**src/rtl/baby_fetch_sequencer.sv**
```systemverilog
// Fetch/execute sequencer for the Baby: steps the program counter, fetches the
// present instruction from the store, decodes it and strobes the datapath.
//
// state  | meaning
// -------+-----------------------------------------------------------
// IDLE   | waiting for RUN or a STEP pulse, all strobes inactive
// INC    | program counter counts up by one
// FETCH  | store read at CI, PI captured at end of cycle
// DECODE | FUNC/LINE settle from PI, no strobes
// EXEC   | operand addressed by LINE, action selected by FUNC
// SKIP   | CMP taken: extra counter increment skips next instruction
// STOP   | STP executed, halted until reset
module baby_fetch_sequencer #(
    parameter int LINE_BITS = 5,
    parameter int FUNC_LSB  = 13
) (
    input  logic                 CLK,
    input  logic                 RESET,
    input  logic                 RUN,
    input  logic                 STEP,
    input  logic [31:0]          STORE_DATA,
    input  logic                 ACC_NEG,
    output logic                 PC_INC,
    output logic                 PC_LOAD_n,
    output logic                 PC_SRC,
    output logic                 PC_OE_n,
    output logic                 ADDR_SEL,
    output logic                 STORE_RD_n,
    output logic                 STORE_WR_n,
    output logic                 ACC_LOAD,
    output logic                 ACC_SUB,
    output logic [2:0]           FUNC,
    output logic [LINE_BITS-1:0] LINE,
    output logic                 HALTED,
    output logic [2:0]           STATE
);

    typedef enum logic [2:0] {
        ST_IDLE   = 3'd0,
        ST_INC    = 3'd1,
        ST_FETCH  = 3'd2,
        ST_DECODE = 3'd3,
        ST_EXEC   = 3'd4,
        ST_SKIP   = 3'd5,
        ST_STOP   = 3'd6
    } state_t;

    state_t      state_q, state_nxt;
    logic [31:0] pi_q;
    logic        step_flag_q, step_flag_nxt;
    logic        go_idle;
    logic        unused_pi_bits;

    assign FUNC   = pi_q[FUNC_LSB+2:FUNC_LSB];
    assign LINE   = pi_q[LINE_BITS-1:0];
    assign STATE  = state_q;
    assign HALTED = (state_q == ST_STOP);

    // Only the function and line fields are decoded; the rest of PI is don't-care.
    assign unused_pi_bits = ^{pi_q[31:FUNC_LSB+3], pi_q[FUNC_LSB-1:LINE_BITS]};

    // End of an instruction: stop after a single step or once RUN has dropped.
    assign go_idle = step_flag_q | ~RUN;

    // State, single-step flag and present-instruction registers.
    always_ff @(posedge CLK) begin
        if (RESET) begin
            state_q     <= ST_IDLE;
            step_flag_q <= 1'b0;
            pi_q        <= '0;
        end else begin
            state_q     <= state_nxt;
            step_flag_q <= step_flag_nxt;
            if (state_q == ST_FETCH) begin
                pi_q <= STORE_DATA;
            end
        end
    end

    // Next-state selection and per-state strobe decode.
    always_comb begin
        state_nxt     = state_q;
        step_flag_nxt = step_flag_q;
        PC_INC        = 1'b0;
        PC_LOAD_n     = 1'b1;
        PC_SRC        = 1'b0;
        PC_OE_n       = 1'b1;
        ADDR_SEL      = 1'b0;
        STORE_RD_n    = 1'b1;
        STORE_WR_n    = 1'b1;
        ACC_LOAD      = 1'b0;
        ACC_SUB       = 1'b0;

        case (state_q)
            ST_IDLE: begin
                if (RUN || STEP) begin
                    state_nxt     = ST_INC;
                    // RUN takes precedence when both are present.
                    step_flag_nxt = STEP & ~RUN;
                end
            end
            ST_INC: begin
                PC_INC    = 1'b1;
                state_nxt = ST_FETCH;
            end
            ST_FETCH: begin
                PC_OE_n    = 1'b0;
                STORE_RD_n = 1'b0;
                state_nxt  = ST_DECODE;
            end
            ST_DECODE: begin
                state_nxt = ST_EXEC;
            end
            ST_EXEC: begin
                ADDR_SEL  = 1'b1;
                state_nxt = go_idle ? ST_IDLE : ST_INC;
                case (FUNC)
                    3'd0: begin
                        STORE_RD_n = 1'b0;
                        PC_LOAD_n  = 1'b0;
                    end
                    3'd1: begin
                        STORE_RD_n = 1'b0;
                        PC_LOAD_n  = 1'b0;
                        PC_SRC     = 1'b1;
                    end
                    3'd2: begin
                        STORE_RD_n = 1'b0;
                        ACC_LOAD   = 1'b1;
                    end
                    3'd3: begin
                        STORE_WR_n = 1'b0;
                    end
                    3'd4, 3'd5: begin
                        STORE_RD_n = 1'b0;
                        ACC_SUB    = 1'b1;
                    end
                    3'd6: begin
                        if (ACC_NEG) begin
                            state_nxt = ST_SKIP;
                        end
                    end
                    default: begin
                        state_nxt = ST_STOP;
                    end
                endcase
                if (state_nxt == ST_IDLE) begin
                    step_flag_nxt = 1'b0;
                end
            end
            ST_SKIP: begin
                PC_INC    = 1'b1;
                state_nxt = go_idle ? ST_IDLE : ST_INC;
                if (go_idle) begin
                    step_flag_nxt = 1'b0;
                end
            end
            ST_STOP: begin
                state_nxt = ST_STOP;
            end
            default: begin
                state_nxt = ST_IDLE;
            end
        endcase
    end

endmodule

```
**config.mk**
```make
export PLATFORM = sky130hd
export DESIGN_NAME = baby_fetch_sequencer
export DESIGN_NICKNAME = d
export VERILOG_FILES = /design/src/rtl/baby_fetch_sequencer.sv
export SDC_FILE = /design/constraint.sdc
export NUM_CORES = 1
export LEC_CHECK = 0
export ABC_AREA = 1
export CORE_ASPECT_RATIO = 0.7
export CORE_MARGIN = 2
export CORE_UTILIZATION = 30
export DETAILED_ROUTE_END_ITERATION = 10
export PLACE_DENSITY = 0.85
export REMOVE_ABC_BUFFERS = 1
export SLEW_MARGIN = 15
export SYNTH_ARGS = -nofsm -noshare
export SYNTH_HDL_FRONTEND = slang
export SYNTH_SLANG_ARGS = --single-unit
```
**constraint.sdc**
```tcl
create_clock -name CLK -period 1.5 [get_ports CLK]
set_clock_uncertainty 0.2 [all_clocks]
set_input_delay 0.3 -clock CLK [delete_from_list [all_inputs] [get_ports CLK]]
set_output_delay 0.3 -clock CLK [all_outputs]
set_load 0.05 [all_outputs]
```
==> summary.txt <==
switching part of the total - 0.384
Synth Instances - 93
Max Freq - 551 MHz
# rows - 13
MaxCap Viol Count - 0
Vias - 990
Max rail drop VDD - 0.000597 V
final period utilization - 1.21
clk sink count - 12
Avg WL per Cell - 19.3 um
M1 WL - 1310 um
Top FF cell, synth - dfxtp_1
Die Ht - 42.7 um
Period minus WS final - 1.81 ns
initial antenna violation count - 0
clk_lat worst skew - 0.29 ns
peak fanout along the critical path - 4
pwr dens - 786 nW/um2
CP Capture Type - output pin
Layout Nets - 197
Static Leak - 0.704 nW
DP HPWL - 1820 um
Syn. warnings - 0
GRT Residual Overflow - 0
top cells by area, synth - dfxtp_1, nand2_1, a21oi_1
CTS tree - built
overall power - 0.00129 W
Final Setup Violations - 14
clk buf depth - 2
Clock power frac - 0.209
setup TNS - -3.11 ns
ratio of cells with drive above 1 in the final layout - 0.642
HP Start - pi_q[4]
leading cell types by count after synthesis - nand2_1, dfxtp_1, nor2_1
final count of pins violating max slew - 0
RSZ-0062 raised after global routing - yes
largest net degree at the start of global routing - 12
area share of the largest cell type after synthesis - 0.374
IO Count - 58
Final Hold Fails - 0
post-synthesis register bit count - 12
first-pass GRT wire length - 5070 um
routed vias/inst - 5.47
register area share after synthesis - 0.374
Post-synth EDFFs - 0
Seq pwr share - 0.300
vias in the first global route - 1048
CP arrival - 1.31 ns
Internal - 0.000798 W
status - complete, but fails checks
# DRC - 0
Final Util - 0.851
number of routed nets with antenna violations - 0
FFs w/ async S/R, synth - 0
die width - 59.3 um
Psw - 0.000496 W
Synth Area per Inst - 6.92 um2
Crit Path Category - reg2out
Yosys cell types - 21
total CTS buffers - 3
full die area - 2540 um2
Setup crit start kind - flop
Pre-antenna DRT Iters - 4
total routed wirelength - 3500 um
Critical Path Source - pi_q[13]
area leader, netlist - dfxtp_1
CTS clk-pin slew, worst paths - 0.08 ns
Rel. slew slack - 0.806
r2r startpoint - pi_q[15]
Slew @ Worst Pin - 0.291 ns
failing checks - negative setup slack
Hold WC Path Type - reg2reg
Area Overhead vs Synth - 156%
Starting DRT DRC Count - 48
area of the core - 1940 um2
clock root buffer - clkbuf_4
post-layout worst setup margin - -0.315 ns
Critical Path RT - 1.00 ns
Starting Density - 0.332
flop2flop setup slack - -0.26 ns
routability cong. - 0.802
antenna cells - 0
count leader, synth - nand2_1
PortBufs - 33
combinational power share - 0.491
Max Used Layer - met4
GR Util All Layers - 0.280
H-tree Lvls - 1
Post-Syn Area - 643 um2
met3 WL - 349 um
metal2 WL - 1710 um
[cell type report]
class | instances | area [um2]
timing repair buffer | 64 | 807
multi-input combinational | 66 | 465
tap | 22 | 27.5
clock buffer | 4 | 36.3
inverter | 13 | 58.8
sequential | 12 | 253
fill | 80 | 288
[power by group through the flow]
stage                     clock network [W]  logic [W]  registers (W)
after floorplan                           0   0.000146       0.000459
after global placement                    0   0.000492       0.000380
after detailed placement                  0   0.000505       0.000382
after CTS                          0.000267   0.000576       0.000380
after global routing               0.000288   0.000659       0.000389
final                              0.000270   0.000636       0.000388
[cell usage in the layout (no fill, tap or decap), drive strengths merged]
master / Yosys / final
buf: 2 / 52
nand2: 17 / 17
nor2: 15 / 15
inv: 13 / 13
clkdlybuf4s50: 0 / 12
dfxtp: 12 / 12
nand3: 10 / 10
a21oi: 9 / 9
o21ai: 6 / 6
clkbuf: 0 / 4
nor3: 3 / 3
a21boi: 1 / 1
or2: 1 / 1
o211ai: 1 / 1
a211oi: 1 / 1
nor3b: 1 / 1
a31oi: 1 / 1
[stage by stage]
step           area (um2)  hold WS [ns]  setup slack, ns  std cells
4_1_cts              1570         0.309           -0.288        180
3_5_place_dp         1350         0.292           -0.327        167
2_1_floorplan         624         0.169            -1.49         91
3_3_place_gp         1350         0.269           -0.229        167
5_1_grt              1650         0.355           -0.368        181
6_report             1650         0.336           -0.315        181
[kinds of logic (layout without fill, tap and decap cells)]
family	after synthesis	in the layout	synth area share
buffers and inverters	15	81	0.105
AOI/OAI and AO/OA	19	19	0.161
DFF	12	12	0.374
and+or+nand+nor	47	47	0.360
[timing repair]
item | in CTS | in global routing
endpoints found under the hold margin | 0 | 0
hold buffers | 0 | 0
setup endpoints to repair | 12 | 18
buffers inserted | 11 | 2
gates resized for setup | 36 | 25
pin swaps | 4 | 9
[flip-flops by register name, summed over array words and instances (netlist names)]
name         count
pi_q             8
step_flag_q      1
STATE            3
[critical path, stage by stage, from the launching register on]
cell,delay [ns]
dfxtp_2,0.35
inv_2,0.10
nand2_1,0.08
nor3_1,0.22
buf_4,0.16
buf_12,0.12
[path summary, 6_finish.rpt]
check | end | cells past startpoint
worst max register to register | step_flag_q | 8
worst min-delay path | pi_q[4] | 2
worst max-delay path | ACC_LOAD | 5
worst min register to register | pi_q[4] | 2
[per-layer routing]
layer  global-route usage  vias up
met2                0.477       64
met1                0.317      475
met3               0.0976       16
li1                     -      435
met5                    0        -
met4                0.109        0
No activity file was read; power rests on OpenSTA's default activity.
